[config.mk]
export PLATFORM = sky130hd
export DESIGN_NAME = dig_prog_clock_divider_flat
export DESIGN_NICKNAME = d
export VERILOG_FILES = /design/src/rtl/dig_prog_clock_divider_if.sv /design/src/rtl/dig_prog_clock_divider.sv /design/src/flat_wrapper.sv
export SDC_FILE = /design/constraint.sdc
export NUM_CORES = 1
export LEC_CHECK = 0
export ABC_CLOCK_PERIOD_IN_PS = 3050
export BUFFER_PORTS_ARGS = -buffer_cell sky130_fd_sc_hd__buf_2
export CORE_MARGIN = 1.5
export CORE_UTILIZATION = 60
export DETAILED_ROUTE_END_ITERATION = 12
export PLACE_DENSITY_LB_ADDON = 0.12
export SLEW_MARGIN = 30
export SYNTH_ARGS = -nofsm -noshare
export SYNTH_HDL_FRONTEND = slang
export SYNTH_SLANG_ARGS = --single-unit
[constraint.sdc]
create_clock -name cin -period 3.05 [get_ports cin]
set_input_delay 0.4575 -clock cin [delete_from_list [all_inputs] [get_ports cin]]
set_output_delay 0.4575 -clock cin [all_outputs]
set_load 0.05 [all_outputs]
[src/rtl/dig_prog_clock_divider_if.sv]
// Control/observe bundle for the programmable clock divider.
// The divider is the slave; whatever programs the rate is the master.
interface dig_prog_clock_divider_if #(
  parameter int Bits = 16
);
  logic            en;
  logic [Bits-1:0] div;
  logic            ld;
  logic            cout;
  logic            tick;
  logic            pend;
  logic [Bits-1:0] count;

  modport master (
    output en, div, ld,
    input  cout, tick, pend, count
  );

  modport slave (
    input  en, div, ld,
    output cout, tick, pend, count
  );
endinterface

[src/rtl/dig_prog_clock_divider.sv]
// Runtime-programmable clock-enable generator: cout toggles and tick pulses at each
// terminal count; divisor loads are held until the next period boundary.
module dig_prog_clock_divider #(
  parameter int Bits       = 16,
  parameter int DefaultDiv = 1
) (
  input logic                      cin,
  input logic                      rst,
  dig_prog_clock_divider_if.slave  bus
);

  logic [Bits-1:0] cnt;
  logic [Bits-1:0] act;
  logic [Bits-1:0] nxt;
  logic            pendq;
  logic            coutq;
  logic            tickq;
  logic            tc;

  // act only changes at count==0, so an equality compare is sufficient
  assign tc = bus.en && (cnt == act);

  always_ff @(posedge cin) begin
    if (rst) begin
      cnt   <= '0;
      act   <= Bits'(DefaultDiv);
      nxt   <= '0;
      pendq <= 1'b0;
      coutq <= 1'b0;
      tickq <= 1'b0;
    end else begin
      tickq <= tc;

      if (tc) begin
        cnt   <= '0;
        coutq <= ~coutq;
      end else if (bus.en) begin
        cnt <= cnt + Bits'(1);
      end

      // a load on the boundary wins over (and discards) an older pending value
      if (tc && bus.ld) begin
        act   <= bus.div;
        pendq <= 1'b0;
      end else if (tc && pendq) begin
        act   <= nxt;
        pendq <= 1'b0;
      end else if (bus.ld) begin
        nxt   <= bus.div;
        pendq <= 1'b1;
      end
    end
  end

  assign bus.cout  = coutq;
  assign bus.tick  = tickq;
  assign bus.pend  = pendq;
  assign bus.count = cnt;

endmodule

[src/flat_wrapper.sv]
// flat-port wrapper written by rule: the top's interface ports become plain ports
module dig_prog_clock_divider_flat 
#(
  parameter int Bits       = 16,
  parameter int DefaultDiv = 1
)
  (cin, rst, bus_en, bus_div, bus_ld, bus_cout, bus_tick, bus_pend, bus_count);
  dig_prog_clock_divider_if #(.Bits(Bits)) bus_i ();
  input logic cin;
  input logic rst;
  input wire logic [$bits(bus_i.en)-1:0] bus_en;
  input wire logic [$bits(bus_i.div)-1:0] bus_div;
  input wire logic [$bits(bus_i.ld)-1:0] bus_ld;
  output wire logic [$bits(bus_i.cout)-1:0] bus_cout;
  output wire logic [$bits(bus_i.tick)-1:0] bus_tick;
  output wire logic [$bits(bus_i.pend)-1:0] bus_pend;
  output wire logic [$bits(bus_i.count)-1:0] bus_count;
  assign bus_i.en = bus_en;
  assign bus_i.div = bus_div;
  assign bus_i.ld = bus_ld;
  assign bus_cout = bus_i.cout;
  assign bus_tick = bus_i.tick;
  assign bus_pend = bus_i.pend;
  assign bus_count = bus_i.count;
  dig_prog_clock_divider #(.Bits(Bits), .DefaultDiv(DefaultDiv)) u_core (.cin(cin), .rst(rst), .bus(bus_i));
endmodule
### Yosys cells after proc, flatten, opt, wreduce, memory -nomap -nowiden

Cells that the tools add are included.

* input bits: 20
* register bits: 51
* output and inout port bits: 19
* logic and storage cells: 20

* reduce and logical (&&, ||, !) cells: 7
* mux-type cells: 2
* add/subtract/negate cells: 1
* bitwise logic cells: 3
* equal/unequal tests: 1

Operators with widths (count)
* $mux W16: 2
* $add A16 B1 Y16 const B: 1
* $eq A16 B16 Y1: 1
* $logic_and A1 B1 Y1: 3
* $not A1 Y1: 3
* $reduce_and A3 Y1: 1
* $reduce_or A3 Y1: 1
* $reduce_bool A2 Y1: 1
* $reduce_or A2 Y1: 1

### Depth between registers and ports, before layout

* depth in word-level cells: 5
* depth in mapped cells: 7
* depth with buffers taken out: 6

### Least setup slack after synthesis

OpenSTA, ideal clock, no wires.

* path type: reg2reg
* start point: register u_core.cnt[7] (netlist: u_core.bus.count[7])
* end point: register u_core.act[10]
* required time: 2.918 ns
* clock period less this slack: 2.003 ns
* slack: 1.047 ns
* buffers on the path: 1
* cell stages (with the launch flop): 7
* setup time: 0.132 ns
* data arrival time: 1.871 ns
* path through: dfxtp_1 xnor2_1 nand4_1 or3b_2 nor2_4 buf_4 o32ai_1

* word-level cells in the longest chain between the ends: 4
* elaborated cells between the ends (all ways): 6
* classes of those cells: 1 x eq/ne; 1 x mux; 4 x reduce/logical

RTL lines
* start: declaration: RTL line dig_prog_clock_divider.sv:12 `logic [Bits-1:0] cnt;`
* start signal: assignment: RTL line dig_prog_clock_divider.sv:38 `cnt <= cnt + Bits'(1);`
* $eq A16 B16 Y1 *: RTL line dig_prog_clock_divider.sv:21 `assign tc = bus.en && (cnt == act);`
* $logic_and A1 B1 Y1 *: RTL line dig_prog_clock_divider.sv:21
* $logic_and A1 B1 Y1, on equally long branches: RTL line dig_prog_clock_divider.sv:42, dig_prog_clock_divider.sv:45
* $mux W16 / $reduce_bool A2 Y1 (equally long branches)
* end signal: assignment: RTL line dig_prog_clock_divider.sv:26 `act <= Bits'(DefaultDiv);`
* end signal: assignment: RTL line dig_prog_clock_divider.sv:43 `act <= bus.div;`
* end signal: assignment: RTL line dig_prog_clock_divider.sv:46 `act <= nxt;`
* end: declaration: RTL line dig_prog_clock_divider.sv:13 `logic [Bits-1:0] act;`

Mark *: on every way between the ends. The rest lies on a longest branch, timed or not.
A chain may end at the register's enable or synchronous reset.

### Worst setup path in the final report

* start point: register u_core.cnt[7] (netlist: u_core.bus.count[7])
* end point: register u_core.nxt[2]

* word-level cells in the longest chain between the ends: 5
* elaborated cells between the ends (all ways): 7
* classes of those cells: 1 x eq/ne; 2 x bitwise; 4 x reduce/logical

RTL lines
* $eq A16 B16 Y1 *: RTL line dig_prog_clock_divider.sv:21
* $logic_and A1 B1 Y1 *: RTL line dig_prog_clock_divider.sv:21
* $logic_and A1 B1 Y1, on equally long branches: RTL line dig_prog_clock_divider.sv:42, dig_prog_clock_divider.sv:45
* $not A1 Y1 (no source line)
* $reduce_and A3 Y1 (no source line) *
* end signal: assignment: RTL line dig_prog_clock_divider.sv:49 `nxt <= bus.div;`
* end: declaration: RTL line dig_prog_clock_divider.sv:14 `logic [Bits-1:0] nxt;`

Marked as above.

==> tab_implementation.tex <==
\begin{tabular}{lr}
\hline
Metric & Value \\
\hline
\multicolumn{2}{l}{\textbf{Clock tree}} \\
Count of clock tree sinks & 51 \\
Number of buffers created by CTS & 5 \\
Insertion delay of the later-clocked pin in the worst-skew pair & 0.31 ns \\
Clock tree from TritonCTS & yes \\
Hold-fix buffer count after cts & 0 \\
Post-CTS Setup Bufs & 0 \\
Root buffer cell & sky130\_fd\_sc\_hd\_\_clkbuf\_8 \\
Clock-pin transition on the worst setup and hold timing paths & 0.10 ns \\
Max clock buf depth & 2 \\
Count of instances resized after the clock tree is built & 0 \\
H-tree levels & 2 \\
\multicolumn{2}{l}{\textbf{Timing}} \\
Maximum clock frequency & 490 MHz \\
Portion of the clock cycle consumed by the worst path in the final layout & 0.668 \\
Setup repair after global routing missed its margin & no \\
Slew of the pin with the lowest slew margin & 0.691 ns \\
Final-report setup violation count & 0 \\
Hold Violations, Final & 0 \\
Worst clock skew on the final layout & 0.0107 ns \\
Max Slew Vio Count & 0 \\
Worst Hold Margin & 0.488 ns \\
Headroom to the max-slew limit & 0.539 \\
Minimum clock period & 2.04 ns \\
Setup\_tns & 0 ns \\
Worst Setup Slack, final & 1.01 ns \\
\multicolumn{2}{l}{\textbf{Critical path}} \\
CP arrival & 2.23 ns \\
Critical Path Fanout Max & 21 \\
Gate family responsible for the most delay along the worst path & simple AND/OR/NAND/NOR gates \\
Critical path, cell by cell & xnor2\_1, nand4\_1, or2\_1, buf\_4, o311ai\_0 \\
Worst flop-to-flop path startpoint & u\_core.bus.count[7] \\
Critical-path top delay cell & sky130\_fd\_sc\_hd\_\_or2\_1 \\
Critical path data required time & 3.24 ns \\
Reg-to-reg setup timing slack & 1.01 ns \\
R2R cell count & 5 \\
Number of buffer and inverter stages on the critical path & 1 \\
Endpoint type of the worst setup path & flip-flop \\
Slowest stage delay, CP & 0.49 ns \\
WS Path Type & reg2reg \\
Reg-to-reg endpoint & u\_core.nxt[2] \\
Launching element type of the critical path & flip-flop \\
\multicolumn{2}{l}{\textbf{Floorplanning}} \\
Row count & 24 \\
Die Width & 70.2 um \\
Die Area & 0.00492 mm\^{}2 \\
Area of the placeable core & 0.00435 mm\^{}2 \\
Vert. Die Dim & 70.2 um \\
Effective utilization at floorplan & 0.622 \\
Num ports & 39 \\
\multicolumn{2}{l}{\textbf{Final layout}} \\
Layout Nets & 387 \\
Fill cell instance count of the final layout & 389 \\
Finished Layout Cells & 419 \\
Area added between synthesis and finish & 9.61\% \\
Number of inserted diodes & 0 \\
Multi-input logic area & 0.00154 mm\^{}2 \\
FF+latch area & 0.00102 mm\^{}2 \\
Share of final-layout standard cells stronger than drive strength 1 & 0.158 \\
\multicolumn{2}{l}{\textbf{Routing}} \\
Detailed Routing Iterations Pass 1 & 4 \\
Initial detailed-routing violation count & 134 \\
Wirelength, routed & 5.79 mm \\
Via count of the routed design & 2418 \\
Routed length per instance & 13.8 um \\
Vias per cell & 5.77 \\
Final ANT Viol Nets & 0 \\
Remaining design rule violation count & 0 \\
\multicolumn{2}{l}{\textbf{GRT}} \\
Largest net degree at the start of global routing & 41 \\
Number of global-route vias before repair & 2255 \\
GRT overflow & 0 \\
Global-route usage over all layers & 0.252 \\
Initial antenna violation count & 0 \\
Wire length of the first global-routing pass & 10.2 mm \\
\multicolumn{2}{l}{\textbf{Yosys}} \\
Dominant cell type by area after synthesis & sky130\_fd\_sc\_hd\_\_dfxtp\_1 \\
Proportion of synthesized chip area in sequential cells & 0.377 \\
Count of yosys warnings during synthesis & 0 \\
Synth Register Bits & 51 \\
Most numerous cell in the Yosys netlist & sky130\_fd\_sc\_hd\_\_nand2\_1 \\
Netlist cell types & 37 \\
Top flip-flop cell by instance count after synthesis & sky130\_fd\_sc\_hd\_\_dfxtp\_1 \\
Synthesized area & 0.00271 mm\^{}2 \\
Cells taking the most area after synthesis & sky130\_fd\_sc\_hd\_\_dfxtp\_1 (38\%), sky130\_fd\_sc\_hd\_\_nand2\_1 (9.3\%), sky130\_fd\_sc\_hd\_\_xor2\_1 (6.1\%) \\
Average instance area after synthesis & 7.89 um\^{}2 \\
Cell count after synthesis & 343 \\
Synth top area share & 0.377 \\
Top cell types by occurrence after synthesis & sky130\_fd\_sc\_hd\_\_nand2\_1 (67), sky130\_fd\_sc\_hd\_\_dfxtp\_1 (51), sky130\_fd\_sc\_hd\_\_nor2\_1 (37) \\
Post-Syn Nets & 364 \\
Share of flip-flops with an asynchronous set or reset after synthesis & 0 \\
Post-synth EDFFs & 0 \\
\multicolumn{2}{l}{\textbf{Power and ir drop}} \\
Maximum resistive drop on vdd & 0.331 mV \\
Clk pwr share & 0.259 \\
Relative contribution of sequential cells to total power & 0.480 \\
Cell area power density & 548 mW/mm\^{}2 \\
Logic pwr share & 0.261 \\
Total leakage power & 1.18 nW \\
Switching power & 574 uW \\
Switch share & 0.353 \\
Internal cell power & 1.05 mW \\
\multicolumn{2}{l}{\textbf{Worst hold path}} \\
Class of the most critical hold timing path & reg2reg \\
Hold-critical path depth & 2 \\
End point of the most critical hold path & u\_core.bus.cout \\
Hold wc startpoint & u\_core.bus.cout \\
\multicolumn{2}{l}{\textbf{Run status}} \\
Run status & complete, no violations \\
\multicolumn{2}{l}{\textbf{Place}} \\
Last weighted congestion value of the routability-driven placer & 0.754 \\
Setup Slack @ Placement & 0.948 ns \\
Count of buffers inserted at the top-level ports & 38 \\
DPL Wire Length & 3.87 mm \\
Number of placed instances, taps included & 411 \\
\multicolumn{2}{l}{\textbf{Run}} \\
Max cap viols & 0 \\
\hline
\end{tabular}
power groups by stage:
stage	sequential, mW	clock [mW]	combinational [mW]
2_1_floorplan	0.813	0	0.339
3_3_place_gp	0.793	0	0.416
3_5_place_dp	0.795	0	0.422
4_1_cts	0.779	0.430	0.424
5_1_grt	0.789	0.450	0.468
6_report	0.780	0.422	0.424
worst register-to-register path: cells and delay by family (launching register included):
kind                      cells  cell delay, ns
and+or+nand+nor               2            0.66
buffers and inverters         1            0.32
xor gates and xnor gates      1            0.15
DFF                           1            0.46
AOI/OAI and AO/OA             1            0.34
area by class of cell:
type                            instances  share of cell area
Tap cell                               52              0.0219
Inverter                                3             0.00379
Timing Repair Buffer                   44              0.0793
Clock buffer                            6              0.0278
Multi-Input combinational cell        261               0.518
Clock inverter                          2             0.00548
Sequential cell                        51               0.344
flip-flops by register name, indices dropped and copies added, names as in the netlist:
name,cells
u_core.nxt,16
u_core.bus.count,16
u_core.act,16
u_core.bus.pend,1
u_core.bus.tick,1
u_core.bus.cout,1
through the flow:
| stage | utilization | power (mW) | cell area [um^2] |
|---|---|---|---|
| after floorplan | - | 1.15 | 2710 |
| after global placement | 0.659 | 1.21 | 2870 |
| after detailed placement | 0.659 | 1.22 | 2870 |
| after CTS | 0.682 | 1.63 | 2970 |
| after global routing | 0.682 | 1.71 | 2970 |
| final | 0.682 | 1.63 | 2970 |
layer usage:
layer | share of wire | track usage | vias up
li1 | - | - | 1244
met1 | 0.48 | 0.343 | 1101
met2 | 0.46 | 0.408 | 71
met3 | 0.052 | 0.0317 | 2
met4 | 0.0050 | 0.0962 | 0
met5 | 0 | 0 | -
cell usage in the layout, fill, tap and decap left out, drive strengths merged:
| cell | instances |
|---|---|
| a21boi | 3 |
| a22oi | 3 |
| nor4 | 2 |
| or2 | 2 |
| clkbuf | 6 |
| ha | 1 |
| nand3 | 6 |
| or3 | 1 |
| a21oi | 26 |
| or3b | 1 |
| and4 | 2 |
| clkinvlp | 1 |
| nand2 | 68 |
| o311ai | 16 |
| nand2b | 1 |
| o32ai | 13 |
| xnor2 | 12 |
| nor2b | 2 |
| dfxtp | 51 |
| inv | 3 |
| nor2 | 38 |
| xor2 | 19 |
| nand4 | 4 |
| nor3b | 15 |
| o21ai | 6 |
| buf | 44 |
| and3 | 15 |
| mux2i | 2 |
| clkinv | 1 |
| nor3 | 3 |
cell families (layout without fill, tap and decap cells):
family | after synthesis | after routing | share of synthesized area
compound gates | 67 | 67 | 0.174
xor+xnor | 31 | 31 | 0.100
fa+ha+maj | 1 | 1 | 0.00462
buf+inv | 31 | 55 | 0.0554
flops | 51 | 51 | 0.377
mux | 2 | 2 | 0.00739
simple gates | 160 | 160 | 0.281
how the worst max path moves through the flow:
stage | endpoint | slack, ns | startpoint | depth (start not counted)
6_report | u_core.nxt[2] | 1.01 | u_core.bus.count[7] | 5
5_1_grt | u_core.nxt[2] | 0.77 | u_core.bus.count[7] | 5
4_1_cts | u_core.nxt[2] | 0.98 | u_core.bus.count[8] | 5
3_5_place_dp | u_core.act[0] | 0.95 | bus_ld | 5
3_3_place_gp | u_core.act[0] | 0.96 | bus_ld | 5
2_1_floorplan | u_core.act[10] | 1.05 | u_core.bus.count[7] | 6
No activity file was read; power rests on OpenSTA's default activity.
